### src/rtl/cache_pkg.sv
// cache_pkg: shared types and constants for the cache/host line-transfer arbiter.
//   arb_state_e     - arbiter FSM state encoding
//   DEF_LINE_WORDS  - default words per cache line
//   OWN_I / OWN_D   - encoding of the requester that owns the current line
//   off_bits()      - number of byte-offset bits covered by one line
package cache_pkg;

    localparam int DEF_LINE_WORDS = 16;

    localparam logic OWN_I = 1'b0;
    localparam logic OWN_D = 1'b1;

    typedef enum logic [2:0] {
        ST_IDLE,
        ST_CMD,
        ST_RD_DATA,
        ST_WR_DATA,
        ST_WAIT_DONE,
        ST_DONE
    } arb_state_e;

    // Words are 32-bit, so a line spans log2(words) + 2 address bits.
    function automatic int off_bits(input int line_words);
        return $clog2(line_words) + 2;
    endfunction

endpackage

### src/rtl/cache_arb_fsm.sv
// cache_arb_fsm: state register, next-state logic and word counter of the
// line-transfer arbiter.
//   req_any     - any requester pending (only looked at in IDLE)
//   cmd_wr      - latched direction of the current line (1 = writeback)
//   ready       - host accepts the command (CMD) or a write word (WR_DATA)
//   mem_rd_vld  - host read word valid
//   tx_done     - host finished the line transaction
//   state_q     - current state
//   cnt_q       - current word index within the line
//   err_evt     - protocol violation seen this cycle
module cache_arb_fsm import cache_pkg::*; #(
    parameter int LINE_WORDS = DEF_LINE_WORDS,
    parameter int IDX_W      = $clog2(LINE_WORDS)
) (
    input  logic             clk,
    input  logic             rst_n,
    input  logic             req_any,
    input  logic             cmd_wr,
    input  logic             ready,
    input  logic             mem_rd_vld,
    input  logic             tx_done,
    output arb_state_e       state_q,
    output logic [IDX_W-1:0] cnt_q,
    output logic             err_evt
);

    localparam logic [IDX_W-1:0] LAST = IDX_W'(LINE_WORDS - 1);

    arb_state_e       state_d;
    logic [IDX_W-1:0] cnt_d;
    logic             word_ok;
    logic             last_word;

    always_comb begin
        state_d   = state_q;
        cnt_d     = cnt_q;
        err_evt   = 1'b0;
        word_ok   = 1'b0;
        last_word = (cnt_q == LAST);

        case (state_q)
            ST_IDLE: begin
                if (req_any) state_d = ST_CMD;
            end
            ST_CMD: begin
                if (ready) begin
                    state_d = cmd_wr ? ST_WR_DATA : ST_RD_DATA;
                    cnt_d   = '0;
                end
            end
            ST_RD_DATA, ST_WR_DATA: begin
                word_ok = (state_q == ST_RD_DATA) ? mem_rd_vld : ready;
                // Counter saturates at the last index; only CMD exit rewinds it.
                if (word_ok && !last_word) cnt_d = cnt_q + 1'b1;
                if (tx_done) begin
                    // Host closing the line before its last word is a short line.
                    state_d = ST_DONE;
                    if (!(word_ok && last_word)) err_evt = 1'b1;
                end else if (word_ok && last_word) begin
                    state_d = ST_WAIT_DONE;
                end
            end
            ST_WAIT_DONE: begin
                if (tx_done) state_d = ST_DONE;
            end
            ST_DONE: begin
                state_d = ST_IDLE;
            end
            default: begin
                state_d = ST_IDLE;
            end
        endcase

        // Stray host strobes are flagged but otherwise ignored.
        if (mem_rd_vld && (state_q != ST_RD_DATA)) err_evt = 1'b1;
        if (tx_done && !(state_q inside {ST_RD_DATA, ST_WR_DATA, ST_WAIT_DONE}))
            err_evt = 1'b1;
    end

    always_ff @(posedge clk or negedge rst_n) begin
        if (!rst_n) begin
            state_q <= ST_IDLE;
            cnt_q   <= '0;
        end else begin
            state_q <= state_d;
            cnt_q   <= cnt_d;
        end
    end

endmodule

### src/rtl/cache_mem_arb.sv
// cache_mem_arb: moves one cache line at a time between the cache control
// and the host memory controller. D-side requests take priority over I-side.
//   i_req/i_addr                 - I-cache fill request
//   d_req/d_wr/d_addr            - D-cache fill (d_wr=0) or writeback (d_wr=1)
//   d_wb_data/d_wb_idx           - writeback word read from the cache by index
//   fill_we/dst/idx/data         - registered fill word write into a cache
//   i_done/d_done                - one-cycle completion per requester
//   xfer_err                     - sticky host protocol error
//   mem_cmd_vld/wr/addr, ready   - host line command handshake
//   mem_wr_vld/data              - write words to host (accepted on ready)
//   mem_rd_vld/data, tx_done     - read words and end-of-line from host
module cache_mem_arb import cache_pkg::*; #(
    parameter int LINE_WORDS = DEF_LINE_WORDS,
    parameter int ADDR_W     = 32,
    localparam int IDX_W     = $clog2(LINE_WORDS)
) (
    input  logic              clk,
    input  logic              rst_n,
    input  logic              i_req,
    input  logic [ADDR_W-1:0] i_addr,
    input  logic              d_req,
    input  logic              d_wr,
    input  logic [ADDR_W-1:0] d_addr,
    input  logic [31:0]       d_wb_data,
    output logic [IDX_W-1:0]  d_wb_idx,
    output logic              fill_we,
    output logic              fill_dst,
    output logic [IDX_W-1:0]  fill_idx,
    output logic [31:0]       fill_data,
    output logic              i_done,
    output logic              d_done,
    output logic              xfer_err,
    output logic              mem_cmd_vld,
    output logic              mem_cmd_wr,
    output logic [ADDR_W-1:0] mem_cmd_addr,
    input  logic              ready,
    output logic              mem_wr_vld,
    output logic [31:0]       mem_wr_data,
    input  logic              mem_rd_vld,
    input  logic [31:0]       mem_rd_data,
    input  logic              tx_done
);

    localparam int OFF_W = off_bits(LINE_WORDS);
    localparam logic [ADDR_W-1:0] LINE_MASK = ~((ADDR_W'(1) << OFF_W) - ADDR_W'(1));

    arb_state_e       state_q;
    logic [IDX_W-1:0] cnt_q;
    logic             err_evt;
    logic             req_any;

    logic [ADDR_W-1:0] addr_d, addr_q;
    logic              wr_d, wr_q;
    logic              own_d, own_q;
    logic              xfer_err_d, xfer_err_q;
    logic              fill_we_d, fill_we_q;
    logic              fill_dst_d, fill_dst_q;
    logic [IDX_W-1:0]  fill_idx_d, fill_idx_q;
    logic [31:0]       fill_data_d, fill_data_q;

    assign req_any = i_req | d_req;

    cache_arb_fsm #(.LINE_WORDS(LINE_WORDS), .IDX_W(IDX_W)) u_fsm (
        .clk        (clk),
        .rst_n      (rst_n),
        .req_any    (req_any),
        .cmd_wr     (wr_q),
        .ready      (ready),
        .mem_rd_vld (mem_rd_vld),
        .tx_done    (tx_done),
        .state_q    (state_q),
        .cnt_q      (cnt_q),
        .err_evt    (err_evt)
    );

    always_comb begin
        addr_d      = addr_q;
        wr_d        = wr_q;
        own_d       = own_q;
        xfer_err_d  = xfer_err_q | err_evt;
        fill_we_d   = (state_q == ST_RD_DATA) && mem_rd_vld;
        fill_dst_d  = fill_dst_q;
        fill_idx_d  = fill_idx_q;
        fill_data_d = fill_data_q;

        // Request latch: D wins, a simultaneous I request simply stays pending.
        if ((state_q == ST_IDLE) && req_any) begin
            own_d  = d_req ? OWN_D : OWN_I;
            wr_d   = d_req & d_wr;
            addr_d = (d_req ? d_addr : i_addr) & LINE_MASK;
        end

        if (fill_we_d) begin
            fill_dst_d  = own_q;
            fill_idx_d  = cnt_q;
            fill_data_d = mem_rd_data;
        end
    end

    always_ff @(posedge clk or negedge rst_n) begin
        if (!rst_n) begin
            addr_q      <= '0;
            wr_q        <= 1'b0;
            own_q       <= OWN_I;
            xfer_err_q  <= 1'b0;
            fill_we_q   <= 1'b0;
            fill_dst_q  <= 1'b0;
            fill_idx_q  <= '0;
            fill_data_q <= '0;
        end else begin
            addr_q      <= addr_d;
            wr_q        <= wr_d;
            own_q       <= own_d;
            xfer_err_q  <= xfer_err_d;
            fill_we_q   <= fill_we_d;
            fill_dst_q  <= fill_dst_d;
            fill_idx_q  <= fill_idx_d;
            fill_data_q <= fill_data_d;
        end
    end

    assign mem_cmd_vld  = (state_q == ST_CMD);
    assign mem_cmd_wr   = mem_cmd_vld & wr_q;
    assign mem_cmd_addr = addr_q;
    assign mem_wr_vld   = (state_q == ST_WR_DATA);
    // Writeback data comes straight from the cache's async read port.
    assign mem_wr_data  = mem_wr_vld ? d_wb_data : '0;
    assign d_wb_idx     = cnt_q;
    assign i_done       = (state_q == ST_DONE) && (own_q == OWN_I);
    assign d_done       = (state_q == ST_DONE) && (own_q == OWN_D);
    assign xfer_err     = xfer_err_q;
    assign fill_we      = fill_we_q;
    assign fill_dst     = fill_dst_q;
    assign fill_idx     = fill_idx_q;
    assign fill_data    = fill_data_q;

endmodule

### config.mk
export PLATFORM = sky130hd
export DESIGN_NAME = cache_mem_arb
export DESIGN_NICKNAME = d
export VERILOG_FILES = /design/src/rtl/cache_pkg.sv /design/src/rtl/cache_arb_fsm.sv /design/src/rtl/cache_mem_arb.sv
export SDC_FILE = /design/constraint.sdc
export NUM_CORES = 1
export LEC_CHECK = 0
export BUFFER_PORTS_ARGS = -buffer_cell sky130_fd_sc_hd__buf_2
export CORE_ASPECT_RATIO = 0.9
export CORE_MARGIN = 2
export CORE_UTILIZATION = 38
export CTS_CLUSTER_SIZE = 12
export DETAILED_ROUTE_END_ITERATION = 6
export PLACE_DENSITY = 0.81
export SETUP_SLACK_MARGIN = 0.02
export SKIP_LAST_GASP = 1
export SLEW_MARGIN = 20
export SYNTH_ARGS = -nofsm -noshare
export SYNTH_HDL_FRONTEND = slang
export SYNTH_SLANG_ARGS = --single-unit
### constraint.sdc
create_clock -name clk -period 1.55 [get_ports clk]
set_clock_uncertainty 0.1 [all_clocks]
set_input_delay 0.465 -clock clk [delete_from_list [all_inputs] [get_ports clk]]
set_output_delay 0.465 -clock clk [all_outputs]
set_load 0.02 [all_outputs]
; ---- Word level (Yosys, flattened, before mapping)
; Index checks and enable logic that the tools add are counted.
[word_totals]
register_bits = 74
in_bits = 136
out_inout_bits = 112
word_cells = 63
[classes]
add_sub_neg = 1
eq_ne = 12
n_mux = 19
n_bitwise = 5
n_reduce_logical = 16
[ops]
columns = operator, n
row1 = 32-bit two-way mux, 2
row2 = 3-bit two-way mux, 5
row3 = 3-bit case mux with 4 select lines, 1
row4 = 1-bit logical AND, 8
row5 = 1-bit two-way mux, 8
row6 = 4-bit two-way mux, 2
row7 = 4-bit case mux with 2 select lines, 1
row8 = 3-bit by 2-bit == test with 1-bit output (second input constant), 2
row9 = 3-bit == test (second input constant), 2
row10 = 3-bit by 2-bit inequality test with 1-bit output (second input constant), 2
row11 = 4-bit by 1-bit adder with 4-bit output (second input constant), 1
row12 = 4-bit == test (second input constant), 1
row13 = 2-bit by 1-bit inequality test with 1-bit output (second input constant), 2
row14 = 2-bit inequality test (second input constant), 2
row15 = 4-bit AND reduction, 1
row16 = 3-bit by 1-bit == test with 1-bit output (second input constant), 1
row17 = 3-bit logical NOT, 1
row18 = 3-bit AND reduction, 1
row19 = 3-bit nonzero test, 1
row20 = 1-bit bitwise AND, 2
row21 = 1-bit logical NOT, 2
row22 = 1-bit bitwise OR, 2
row23 = 2-bit nonzero test, 1
row24 = 2-bit OR reduction, 1
row25 = 1-bit NOT, 1

; ---- Logic depth before layout (Yosys ltp)
[depth]
depth_word = 9
depth_mapped = 5
ltp_nobuf = 4

; ---- By module
; A second synthesis with hierarchy kept.
[unflattened]
cells_unflattened = 306
hier_area_um2 = 3683.5
[modules_own_cells]
columns = mod, n_inst, cells_each, area_each_um2, seq_area_each_um2
row1 = cache_mem_arb, 1, 257, 3215.6, 1676.6
row2 = cache_arb_fsm, 1, 49, 467.9, 175.2

; ---- Worst setup path after synthesis
; No wires, ideal clock.
[synth_path]
kind = register to output
startpoint = reg u_fsm.state_q[1]
endpoint = out mem_cmd_wr
t_arrival_ns = 1.564
setup_slack_ns = -0.579
path_stages_with_launch = 4
cell_sequence = dfrtp_1 -> buf_2 -> nor3b_1 -> and2_1
[synth_via]
elab_chain_len = 2
[synth_lines]
columns = item, line
row1 = start: declaration, cache_arb_fsm.sv:22  ; output arb_state_e state_q,
row2 = start signal: assignment, cache_arb_fsm.sv:85  ; state_q <= state_d;
row3 = 3-bit by 1-bit == test with 1-bit output, cache_mem_arb.sv:122  ; assign mem_cmd_vld = (state_q == ST_CMD);
row4 = via mem_cmd_vld, cache_mem_arb.sv:33  ; output logic mem_cmd_vld,
row5 = 1-bit bitwise AND, cache_mem_arb.sv:123  ; assign mem_cmd_wr = mem_cmd_vld & wr_q;
row6 = end: declaration, cache_mem_arb.sv:34  ; output logic mem_cmd_wr,
; The timed path passes the listed nets, and every way through them passes these cells.

; ---- Worst setup path in the final report
[layout_path]
startpoint = reg u_fsm.state_q[2]
endpoint = out mem_wr_data[14]
[layout_via]
elab_chain_len = 2
[layout_lines]
columns = item, line
row1 = 3-bit by 2-bit == test with 1-bit output, cache_mem_arb.sv:125  ; assign mem_wr_vld = (state_q == ST_WR_DATA);
row2 = 32-bit two-way mux, cache_mem_arb.sv:127  ; assign mem_wr_data = mem_wr_vld ? d_wb_data : '0;
row3 = end: declaration, cache_mem_arb.sv:38  ; output logic [31:0] mem_wr_data,
; Every way passes these cells.

==> flow_summary.json <==
{
  "violations": "setup timing",
  "synth.top_cell.area_share_pct": 51.44,
  "combined_area_of_all_synthesized_cells_um2": 3600,
  "dp.cells": 635,
  "total_vias_in_the_final_route": 3296,
  "rrSetupSlack_ps": -480,
  "final_slew_viol_count": 0,
  "criticalPathCategory": "register to primary output",
  "post_route_cells_drive_above_1_share_pct": 79.57,
  "path_cells": "nor2b_4, buf_6, clkbuf_16, and3_4, buf_6",
  "max_freq_mhz": 484.0,
  "drt_first_iter_violations": 90,
  "syn_area_per_cell_um2": 12.95,
  "power_leakage_nw": 3.158,
  "postRouteAntennaNets": 0,
  "ctsHoldBuffers": 0,
  "cts-buffers-inserted": 9,
  "synth_sequential_area_ratio_pct": 51.44,
  "worst_ir_drop_vdd_uv": 1187,
  "antenna_found_initial": 0,
  "ys_top_cells_by_area": "sky130_fd_sc_hd__dfrtp_1 51%, sky130_fd_sc_hd__mux2_2 22%, sky130_fd_sc_hd__mux2_1 5.9%",
  "result_of_the_run": "complete, but fails checks",
  "postRouteWirelength_um": 11410,
  "clock_h_tree_levels": 3,
  "grt_pass1_wl_um": 16750,
  "cp.arrival_ps": 1500,
  "via_count_of_the_first_global_routing_pass": 3414,
  "most_repeated_library_cell_on_the_critical_path": "sky130_fd_sc_hd__buf_6",
  "avgViaCountPerCell": 4.812,
  "setup_viol": 110,
  "diodes": 0,
  "rr_startpoint": "u_fsm.state_q[2]$_DFFE_PN0P_",
  "clock_tree.buffer_depth": 2,
  "core_region_area_um2": 9166,
  "synthDominantAreaCellType": "sky130_fd_sc_hd__dfrtp_1",
  "hold_ws_ps": 36.65,
  "area_growth_syn_to_layout_pct": 76.92,
  "mostFrequentLayoutCell": "sky130_fd_sc_hd__buf_2",
  "grt_start_max_net_pins": 75,
  "cts_tree": "yes",
  "timing.max_cap.violations": 0,
  "buffer_ports.inserted": 229,
  "num-nets-final": 695,
  "dp.final_hpwl_um": 7085,
  "rsz0062_at_grt": "yes",
  "dieArea_um2": 10270,
  "ys_seq_elements": 74,
  "tritoncts_num_sinks": 74,
  "r2r_end": "fill_data[30]$_DFFE_PN0P_",
  "critical-path-slowest-cell": "sky130_fd_sc_hd__dfrtp_2",
  "synthesis.instances": 278,
  "worstHoldPathType": "input port to asynchronous set/reset pin",
  "critical_path.startpoint_type": "register",
  "floorplan.initialDensity_pct": 39.27,
  "worst-endpoint-required_ps": 980,
  "boundaryPins": 248,
  "pre_cts_ws_ps": -232.4,
  "place.gp.congestion": 0.8842,
  "fin_cells": 685,
  "final-hold-violation-count": 0,
  "detail_route.drc_violations": 0,
  "global_routing_usage_summed_across_all_routing_layers_pct": 21.09,
  "die_height_um": 96.34,
  "synthesis.yosys.warnings": 0,
  "final_period_minus_worst_setup_slack_ps": 2066,
  "wl_per_cell_um": 16.65,
  "clock_tree.root_cell": "sky130_fd_sc_hd__clkbuf_8",
  "die_width_um": 106.6,
  "mostFrequentLayoutCells": "187 x sky130_fd_sc_hd__buf_2, 70 x sky130_fd_sc_hd__dfrtp_1, 68 x sky130_fd_sc_hd__mux2_2",
  "clk_transition_reported_paths_ps": 70,
  "cell_count_of_the_worst_reg_to_reg_path": 8,
  "yosysUniqueCellTypes": 37,
  "grt.overflow.total": 0,
  "crit_start": "u_fsm.state_q[2]$_DFFE_PN0P_",
  "power_density_nw_per_um2": 1914,
  "cp-end-kind": "primary output",
  "postLayoutSetupSlackWorst_ps": -516.1,
  "worstSkewPairLatency_ps": 340,
  "num_rows": 33,
  "firstDrtPassIters": 4,
  "final_min_period_over_clock_period_pct": 133.3,
  "critical_path.max_fanout": 8,
  "cp_slowest_stage_delay_ps": 440
}
## sequential cells by signal, summed over array words and instances (netlist names)
signal	count
fill_data	32
fill_dst	1
fill_idx	4
fill_we	1
mem_cmd_addr	26
own_q	1
u_fsm.cnt_q	4
u_fsm.state_q	3
wr_q	1
xfer_err	1
## report_power, final
part	switching, mW	internal (mW)
registers	0.516	2.86
logic	3.47	3.87
clock network	0.735	0.747
total	4.72	7.47
## area by class of cell
type                            count  area (µm²)
Clock inverter                      6       65.06
Clock buffer                       10       127.6
Tap cell                          122       152.6
Timing Repair Buffer              290        2230
Fill cell                         669        2798
Sequential cell                    74        1857
Inverter                            6       22.52
Multi-Input combinational cell    177        1914
## stage by stage
stage	power (mW)	setup TNS, ps	cell area [µm²]	utilization (%)
2_1_floorplan	7.068	-8375	3872	-
3_3_place_gp	8.798	-14830	5231	57.07
3_5_place_dp	8.970	-18840	5231	57.07
4_1_cts	11.80	-35240	6162	67.23
5_1_grt	12.88	-46290	6369	69.48
6_report	12.19	-40120	6369	69.48
## cell families after synthesis
group / count (synthesis) / synth area share (%)
AOI/OAI and AO/OA: 17 / 3.302
adders and majority gates: 1 / 0.3475
buffers and inverters: 32 / 5.179
DFF: 74 / 51.44
muxes: 92 / 28.81
other: 1 / 0.1042
and+or+nand+nor: 61 / 10.81
## critical path: cells and delay by family (launching register included)
family / cells / cell delay [ps]
buffers and inverters: 3 / 390
AND/OR/NAND/NOR: 2 / 330
flip-flops: 1 / 440
## worst max-delay path by stage
stage / cells past startpoint / slack, ps / to
after floorplan: 3 / -150 / mem_cmd_wr
after global placement: 4 / -160 / mem_wr_data[14]
after detailed placement: 5 / -230 / mem_cmd_addr[14]$_DFFE_PN0P_
after CTS: 5 / -520 / mem_wr_data[21]
after global routing: 5 / -570 / mem_wr_data[13]
final: 5 / -520 / mem_wr_data[14]
## layer usage
metal / track usage (%) / wire, µm / share of wire [%] / vias to the layer above
met1: 24.29 / 4361 / 38 / 1583
li1: - / - / - / 1549
met2: 38.59 / 6010 / 53 / 143
met4: 8.117 / 198 / 1.7 / 0
met3: 4.604 / 837 / 7.3 / 21
met5: 0 / 0 / 0 / -
## Yosys cell counts
master,number
sky130_fd_sc_hd__nor3b_1,1
sky130_fd_sc_hd__mux2_1,19
sky130_fd_sc_hd__inv_1,6
sky130_fd_sc_hd__mux2_2,70
sky130_fd_sc_hd__or2_2,1
sky130_fd_sc_hd__nor2_1,4
sky130_fd_sc_hd__buf_4,8
sky130_fd_sc_hd__and4_1,1
sky130_fd_sc_hd__a32oi_1,1
sky130_fd_sc_hd__a21oi_1,4
sky130_fd_sc_hd__mux2_4,1
sky130_fd_sc_hd__o221ai_1,3
sky130_fd_sc_hd__buf_2,5
sky130_fd_sc_hd__clkbuf_1,9
sky130_fd_sc_hd__mux2i_1,2
sky130_fd_sc_hd__a221o_1,1
sky130_fd_sc_hd__or3b_1,1
sky130_fd_sc_hd__nor3_2,1
sky130_fd_sc_hd__and2_1,2
sky130_fd_sc_hd__nor4_4,1
sky130_fd_sc_hd__nor3b_2,1
sky130_fd_sc_hd__nand2b_1,1
sky130_fd_sc_hd__nor2b_1,2
sky130_fd_sc_hd__ha_1,1
sky130_fd_sc_hd__buf_6,4
sky130_fd_sc_hd__nand3b_1,1
sky130_fd_sc_hd__o21ai_0,4
sky130_fd_sc_hd__conb_1,1
sky130_fd_sc_hd__a211o_1,1
sky130_fd_sc_hd__o21a_1,1
sky130_fd_sc_hd__nand2_1,4
sky130_fd_sc_hd__dfrtp_1,74
sky130_fd_sc_hd__a22o_1,2
sky130_fd_sc_hd__or3b_2,1
sky130_fd_sc_hd__nand3_1,5
sky130_fd_sc_hd__nor3_1,1
sky130_fd_sc_hd__and3_1,33
## repair_timing
action,CTS,global route
endpoints found under the setup margin,112,114
pin swaps,2,3
gates cloned,10,2
resized for setup,101,33
setup buffers,19,4
hold endpoints to repair,0,0
(Power assumes the default switching activity.)
